$ cat src/rtl/pipeline_run_ctrl.sv
// Run/step controller for the pipeline: accepts debug commands, drives the
// global stage-register enable, counts enabled cycles and stops the pipeline
// when a HALT instruction retires in WB.
module pipeline_run_ctrl #(
    parameter int NB_CNT  = 32,
    parameter int NB_STEP = 8
) (
    input  logic               i_clk,
    input  logic               i_rst,
    input  logic               i_cmd_valid,
    input  logic [1:0]         i_cmd,
    input  logic [NB_STEP-1:0] i_step_count,
    input  logic               i_halt_wb,
    output logic               o_cmd_ready,
    output logic               o_pipe_en,
    output logic [1:0]         o_state,
    output logic [NB_CNT-1:0]  o_cycle_count,
    output logic               o_done,
    output logic               o_cmd_err
);

    typedef enum logic [1:0] {
        ST_IDLE   = 2'b00,
        ST_RUN    = 2'b01,
        ST_STEP   = 2'b10,
        ST_HALTED = 2'b11
    } state_t;

    localparam logic [1:0] CMD_CLEAR = 2'b00;
    localparam logic [1:0] CMD_RUN   = 2'b01;
    localparam logic [1:0] CMD_STEP  = 2'b10;
    localparam logic [1:0] CMD_STOP  = 2'b11;

    localparam logic [NB_STEP-1:0] STEP_ZERO = {NB_STEP{1'b0}};
    localparam logic [NB_STEP-1:0] STEP_ONE  = {{(NB_STEP-1){1'b0}}, 1'b1};
    localparam logic [NB_CNT-1:0]  CNT_ZERO  = {NB_CNT{1'b0}};
    localparam logic [NB_CNT-1:0]  CNT_ONE   = {{(NB_CNT-1){1'b0}}, 1'b1};
    localparam logic [NB_CNT-1:0]  CNT_MAX   = {NB_CNT{1'b1}};

    state_t             state_r;
    logic [NB_STEP-1:0] remaining_r;
    logic [NB_CNT-1:0]  cycle_cnt_r;
    logic               pipe_en_r;
    logic               done_r;
    logic               cmd_err_r;
    logic               cmd_ready_r;

    state_t             state_nxt_s;
    logic [NB_STEP-1:0] remaining_nxt_s;
    logic [NB_CNT-1:0]  cycle_cnt_nxt_s;
    logic               clear_cnt_s;
    logic               done_nxt_s;
    logic               cmd_err_nxt_s;
    logic               halt_s;
    logic               stop_cmd_s;
    logic               illegal_busy_cmd_s;

    // Command/halt qualification; halt only matters while the pipeline moves.
    always_comb begin
        halt_s             = i_halt_wb && pipe_en_r;
        stop_cmd_s         = i_cmd_valid && (i_cmd == CMD_STOP);
        illegal_busy_cmd_s = i_cmd_valid && (i_cmd != CMD_STOP);
    end

    // Next-state, step budget and pulse decode for all four run states.
    always_comb begin
        state_nxt_s     = state_r;
        remaining_nxt_s = remaining_r;
        clear_cnt_s     = 1'b0;
        done_nxt_s      = 1'b0;
        cmd_err_nxt_s   = 1'b0;
        case (state_r)
            ST_IDLE: begin
                if (i_cmd_valid) begin
                    case (i_cmd)
                        CMD_RUN: begin
                            state_nxt_s = ST_RUN;
                        end
                        CMD_STEP: begin
                            if (i_step_count != STEP_ZERO) begin
                                state_nxt_s     = ST_STEP;
                                remaining_nxt_s = i_step_count;
                            end else begin
                                cmd_err_nxt_s = 1'b1;
                            end
                        end
                        CMD_CLEAR: begin
                            clear_cnt_s = 1'b1;
                        end
                        CMD_STOP: begin
                            cmd_err_nxt_s = 1'b1;
                        end
                        default: begin
                            cmd_err_nxt_s = 1'b1;
                        end
                    endcase
                end else begin
                    state_nxt_s = ST_IDLE;
                end
            end
            ST_RUN: begin
                // A STOP overridden by a halt is still a legal command, not an error.
                cmd_err_nxt_s = illegal_busy_cmd_s;
                if (halt_s) begin
                    state_nxt_s = ST_HALTED;
                    done_nxt_s  = 1'b1;
                end else if (stop_cmd_s) begin
                    state_nxt_s = ST_IDLE;
                end else begin
                    state_nxt_s = ST_RUN;
                end
            end
            ST_STEP: begin
                cmd_err_nxt_s   = illegal_busy_cmd_s;
                remaining_nxt_s = remaining_r - STEP_ONE;
                if (halt_s) begin
                    state_nxt_s     = ST_HALTED;
                    remaining_nxt_s = STEP_ZERO;
                    done_nxt_s      = 1'b1;
                end else if (stop_cmd_s) begin
                    state_nxt_s     = ST_IDLE;
                    remaining_nxt_s = STEP_ZERO;
                end else if (remaining_r <= STEP_ONE) begin
                    // Last budgeted cycle: this edge is the Nth enabled one.
                    state_nxt_s     = ST_IDLE;
                    remaining_nxt_s = STEP_ZERO;
                    done_nxt_s      = 1'b1;
                end else begin
                    state_nxt_s = ST_STEP;
                end
            end
            ST_HALTED: begin
                if (i_cmd_valid) begin
                    if (i_cmd == CMD_CLEAR) begin
                        state_nxt_s = ST_IDLE;
                        clear_cnt_s = 1'b1;
                    end else begin
                        cmd_err_nxt_s = 1'b1;
                    end
                end else begin
                    state_nxt_s = ST_HALTED;
                end
            end
            default: begin
                state_nxt_s     = ST_IDLE;
                remaining_nxt_s = STEP_ZERO;
            end
        endcase
    end

    // Saturating count of enabled cycles, cleared by an accepted CLEAR.
    always_comb begin
        if (clear_cnt_s) begin
            cycle_cnt_nxt_s = CNT_ZERO;
        end else if (pipe_en_r && (cycle_cnt_r != CNT_MAX)) begin
            cycle_cnt_nxt_s = cycle_cnt_r + CNT_ONE;
        end else begin
            cycle_cnt_nxt_s = cycle_cnt_r;
        end
    end

    // Controller state register with registered enable and status pulses.
    always_ff @(posedge i_clk) begin
        if (i_rst) begin
            state_r     <= ST_IDLE;
            remaining_r <= STEP_ZERO;
            cycle_cnt_r <= CNT_ZERO;
            pipe_en_r   <= 1'b0;
            done_r      <= 1'b0;
            cmd_err_r   <= 1'b0;
            cmd_ready_r <= 1'b0;
        end else begin
            state_r     <= state_nxt_s;
            remaining_r <= remaining_nxt_s;
            cycle_cnt_r <= cycle_cnt_nxt_s;
            // Enable mirrors the registered state: high exactly in RUN and STEP.
            pipe_en_r   <= (state_nxt_s == ST_RUN) || (state_nxt_s == ST_STEP);
            done_r      <= done_nxt_s;
            cmd_err_r   <= cmd_err_nxt_s;
            cmd_ready_r <= 1'b1;
        end
    end

    assign o_cmd_ready   = cmd_ready_r;
    assign o_pipe_en     = pipe_en_r;
    assign o_state       = state_r;
    assign o_cycle_count = cycle_cnt_r;
    assign o_done        = done_r;
    assign o_cmd_err     = cmd_err_r;

endmodule
$ cat config.mk
export PLATFORM = sky130hd
export DESIGN_NAME = pipeline_run_ctrl
export DESIGN_NICKNAME = d
export VERILOG_FILES = /design/src/rtl/pipeline_run_ctrl.sv
export SDC_FILE = /design/constraint.sdc
export NUM_CORES = 1
export LEC_CHECK = 0
export CAP_MARGIN = 20
export CELL_PAD_IN_SITES_DETAIL_PLACEMENT = 0
export CELL_PAD_IN_SITES_GLOBAL_PLACEMENT = 1
export CORE_MARGIN = 2
export CORE_UTILIZATION = 34
export DETAILED_ROUTE_END_ITERATION = 10
export HOLD_SLACK_MARGIN = 0.15
export PLACE_DENSITY_LB_ADDON = 0.05
export SLEW_MARGIN = 30
export SYNTH_ARGS = -nofsm -noshare
export SYNTH_HDL_FRONTEND = slang
export SYNTH_SLANG_ARGS = --single-unit
$ cat constraint.sdc
create_clock -name i_clk -period 2.17 [get_ports i_clk]
set_input_delay 0.3255 -clock i_clk [delete_from_list [all_inputs] [get_ports i_clk]]
set_output_delay 0.3255 -clock i_clk [all_outputs]
set_load 0.05 [all_outputs]
Word-level counts from Yosys, hierarchy flattened:

Index checks and enable logic that the tools add are counted.

* muxes and demuxes: 33
* magnitude comparators: 1
* equal/unequal tests: 13
* reductions and logical operators: 13
* add/sub/neg operators: 2

Operators by type and width (number)
* 2-to-1 mux 8 bit: 6
* adder 32 x 1 -> 32 bit, second input constant: 1
* inequality test 32 bit, second input constant: 1
* 2-to-1 mux 2 bit: 8
* case mux 8 bit (2 select lines): 1
* 2-to-1 mux 1 bit: 13
* == test 2 bit, second input constant: 5
* <= comparator 8 x 1 -> 1 bit, second input constant: 1
* case mux 2 bit (4 select lines): 1
* nonzero test 8 bit: 1
* subtractor 8 x 1 -> 8 bit, second input constant: 1
* == test 2 x 1 -> 1 bit, second input constant: 3
* inequality test 2 bit, second input constant: 3
* OR reduction 2 bit: 3
* logical AND 1 bit: 4
* logical NOT 2 bit: 2
* case mux 1 bit (2 select lines): 2
* case mux 2 bit (2 select lines): 1
* AND reduction 4 bit: 1
* case mux 1 bit (3 select lines): 1
* inequality test 2 x 1 -> 1 bit, second input constant: 1
* nonzero test 2 bit: 1
* logical OR 1 bit: 1

* output and inout port bits: 38
* input bits: 14
* logic and storage cells: 69
* flip-flop bits (word level): 46

Depth between registers and ports, before layout:

* depth after elaboration: 7
* depth in mapped cells: 9
* depth with buffers taken out: 7

Worst setup path after synthesis:

No wires, ideal clock.

* path type: reg-to-reg
* start point: register cycle_cnt_r[0], in the netlist o_cycle_count[0]
* end point: register cycle_cnt_r[26], in the netlist o_cycle_count[26]
* data arrival time: 2.407 ns
* data required time: 2.054 ns
* clock period less this slack: 2.523 ns
* path slack: -0.353 ns
* cell stages (with the launch flop): 8
* path buffers: 1
* setup time: 0.116 ns
* cells stage by stage: dfxtp_1 > ha_1 > and4_1 > clkbuf_1 > nand4_1 > nor4b_2 > a31oi_1 > a41o_1

* word-level cells in the longest chain between the ends: 2
* elaborated cells between the ends (all ways): 3
* classes of those cells: add/sub (1); eq/ne (1); reduce/logical (1)

Ends and longest elaborated chain
* from (decl): RTL line 42 `logic [NB_CNT-1:0] cycle_cnt_r;`
* from (signal assigned): RTL line 175 `cycle_cnt_r <= cycle_cnt_nxt_s;`
* branches (longest 2 deep; another with adder 32 x 1 -> 32 bit)

Parallel ways; which one is timed is not known.
A chain may end at the register's enable or synchronous reset.

Worst setup path after layout:

* start point: input i_step_count[0]
* end point: register pipe_en_r, in the netlist o_pipe_en

* word-level cells in the longest chain between the ends: 7
* elaborated cells between the ends (all ways): 8
* classes of those cells: eq/ne (2); mux (4); reduce/logical (2)

Ends and longest elaborated chain
* from (decl): RTL line 12 `input logic [NB_STEP-1:0] i_step_count,`
* nonzero test 8 bit *: RTL line 80 `if (i_step_count != STEP_ZERO) begin`
* 2-to-1 mux 2 bit *: RTL line 80
* case mux 2 bit (2 select lines) *: RTL line 75 `case (i_cmd)`
* 2-to-1 mux 2 bit *: RTL line 74 `if (i_cmd_valid) begin`
* case mux 2 bit (4 select lines) *: RTL line 72 `case (state_r)`
* == test 2 x 1 -> 1 bit or == test 2 bit (tied branches): RTL line 177 `pipe_en_r <= (state_nxt_s == ST_RUN) || (state_nxt_s == ST_STEP);`
* logical OR 1 bit *: RTL line 177
* to (signal assigned): RTL line 177
* to (decl): RTL line 43 `logic pipe_en_r;`

Mark *: on every way between the ends. The rest lies on a longest branch, timed or not.

==> summary.txt <==
Status = complete, no violations
Worst Hold Class = reg -> reg
Yosys warns = 0
Final min period = 2.12 ns
Multi-input logic area = 0.00166 mm²
I/O Pins = 52
Tcrit/Tclk final = 97.5%
Initial DRT Pass Iterations = 4
Setup Skew = 0.00563 ns
# setup viols final = 0
Synthesis-stage register bit count = 46
Combinational group share of total power = 14.1%
Detailed Place HPWL = 5610 µm
Final TNS setup = 0 ns
Via count of the first global-routing pass = 2518
Clock Latency Late Sink = 0.30 ns
Nets@finish = 452
# diodes = 0
Cell Area, Synth = 0.00267 mm²
Pwr Density = 453 mW/mm²
Die X = 92.7 µm
Sequential Area = 972 µm²
Fin. Hold Viols = 0
CTS Sinks = 46
Normalized max-slew margin = 65.8%
Max_cap viols = 0
Least-Margin Pin Slew = 0.512 ns
Final Max Tran Viols = 0
Netlist cell types = 50
CTS tree = yes
Setup slack after layout = 0.0547 ns
Highest clock rate = 473 MHz
Routability cong. = 0.772
WL final = 7470 µm
Largest net degree at the start of global routing = 31
Synth Flop Type = dfxtp_1
Design area = 0.00380 mm²
Share of post-route cells with drive strength above 1 = 22.7%
Placed instance area = 0.00366 mm²
Number of buffers created by CTS = 5
Total vias in the final route = 2862
WP data required = 2.40 ns
FFs w/ async S/R, synth = 0%
Post-synthesis sequential area ratio = 34.5%
GRT Residual Overflow = 0
Core Box Area = 0.00769 mm²
Iter 0 DRT Violations = 101
Most used cell, CP = a21oi_1
Mapped Avg Cell Area = 7.95 µm²
Switch Pwr = 0.000461 W
Die ar. = 0.00859 mm²
Post-route ant nets = 0
Dpl ws = -0.280 ns
RSZ-0062 raised after global routing = no
H-tree Lvls = 2
Fin Hold WS = 0.483 ns
Peak per-stage delay on the critical path = 0.55 ns
Initial core utilization = 34.8%
Cell-internal power = 0.00126 W
Sw Share = 26.8%
Static leakage = 1.32 nW
Crit end category = flip-flop
Crit path cell chain = clkdlybuf4s50_1 > nor4_1 > buf_4 > a21oi_1 > or4_1 > or3_1 > a21oi_1
Drt wl/cell = 14.1 µm
Cts hold-fix bufs = 0
Mapped Nets = 361
Initial antenna violation count = 0
CP Launch Type = input pin
Critical path's slowest cell = or4_1
DRC errors left = 0
Clock root cell = clkbuf_8
Synth Instances = 336
# rows = 32
FF-to-FF setup slack = 0.11 ns
Delay-heaviest family, CP = simple AND/OR/NAND/NOR gates
Global-route wire length before repair = 12100 µm
Filler cells = 762
Worst-case clock buffer depth = 2
CP bufs+invs = 2
Area grow syn2layout = 42.4%
Die Y = 92.7 µm
Crit path max fanout = 2
PortBufs = 51
Worst vdd ir = 0.000354 V
WS Path Type = in -> reg
Vias/cell = 5.40
Sequential power share = 49.9%
Critical Path AT = 2.35 ns
Worst-path clk slew = 0.10 ns
EDFF count, synth = 0
Overall routing resource usage = 17.5%
Clock power frac = 36.0%
Design Power = 0.00172 W
==> worst reg2reg max path, cell delays in order (launching register included) <==
cell	delay, ns
dfxtp_4	0.40
inv_1	0.07
ha_1	0.29
nand4_1	0.14
a21oi_1	0.06
or4_1	0.55
or3_1	0.32
a21oi_1	0.15
==> power by group through the flow <==
stage	Combinational [W]	Clock [W]	Sequential, W
after floorplan	0.000111	0	0.000893
after global placement	0.000238	0	0.000879
after detailed placement	0.000238	0	0.000879
after CTS	0.000238	0.000649	0.000859
after global routing	0.000265	0.000681	0.000861
final	0.000243	0.000620	0.000860
==> final cells by class <==
class                      instances  area share [%]
multi-input combinational        258            43.6
clock inverter                     2           0.362
inverter                          16            1.58
sequential                        46            25.6
tap                              102            3.35
clock buffer                       6            2.47
timing repair buffer             100            23.1
==> path summary, 6_finish.rpt <==
check / startpoint / to / cells past startpoint
max: i_step_count[0] / o_pipe_en / 7
min: o_cycle_count[17] / o_cycle_count[17] / 2
max reg2reg: o_state[0] / o_pipe_en / 7
min reg2reg: o_cycle_count[17] / o_cycle_count[17] / 2
==> cells in the final DEF (no fill, tap or decap), types with 13 or more instances in the layout <==
| cell type | count |
|---|---|
| dfxtp_1 | 17 |
| nor3_1 | 13 |
| inv_1 | 16 |
| or3_1 | 13 |
| a21oi_1 | 33 |
| nor2_1 | 20 |
| clkdlybuf4s50_1 | 51 |
| o21ai_0 | 21 |
| buf_4 | 49 |
| dfxtp_2 | 23 |
| nand2_1 | 27 |
==> routing by layer <==
layer	global-route usage [%]	wire (µm)	up-vias
li1	-	-	1440
met1	23.6	3760	1371
met2	29.1	3420	47
met3	2.85	233	4
met4	4.41	61	0
met5	0	0	-
==> flip-flops by register name, summed over array words and instances (netlist names) <==
| name | cells |
|---|---|
| o_state | 2 |
| o_pipe_en | 1 |
| o_cmd_ready | 1 |
| remaining_r | 8 |
| o_cmd_err | 1 |
| o_cycle_count | 32 |
| o_done | 1 |
==> synth_stat cells (all sizes together), types with 3 or more instances <==
library cell,count,area share [%]
dfxtp,46,34
or4,10,2.8
nand2,27,3.8
nand3,13,2.9
and2,4,0.94
nor2b,4,0.94
nor3b,3,0.84
and4,8,2.6
nor4b,4,1.5
inv,16,2.2
clkbuf,13,1.8
xnor2,5,1.6
o21ai,21,3.9
nand4,9,2.1
nand2b,4,0.94
nor2,21,2.9
or3,13,3.0
nor4,6,1.4
a211oi,7,2.0
nor3,13,2.4
buf,3,0.66
o31ai,9,2.5
a31oi,3,0.70
or2,3,0.70
a21oi,33,6.2
ha,11,5.1
==> per-stage QoR <==
stage / instances / util (%)
detailed placement: 520 / 47.6
CTS: 528 / 49.0
finish: 530 / 49.5
floorplan: 336 / -
global route: 530 / 49.5
global placement: 520 / 47.6
==> kinds of logic after synthesis <==
logic type,count (synthesis),synth area share (%)
multiplexers,2,0.796
adder cells (fa/ha/maj),11,5.15
XOR/XNOR,5,1.64
buffers and inverters,32,4.73
AND/OR/NAND/NOR,148,31.8
flip-flops,46,34.5
AO/OA/AOI/OAI,92,21.4
==> repair_timing <==
action / CTS / global route
endpoints found under the hold margin: 0 / 0
endpoints found under the setup margin: 0 / 13
setup buffers: 0 / 2
resized for setup: 0 / 5
No activity file was read; power rests on OpenSTA's default activity.
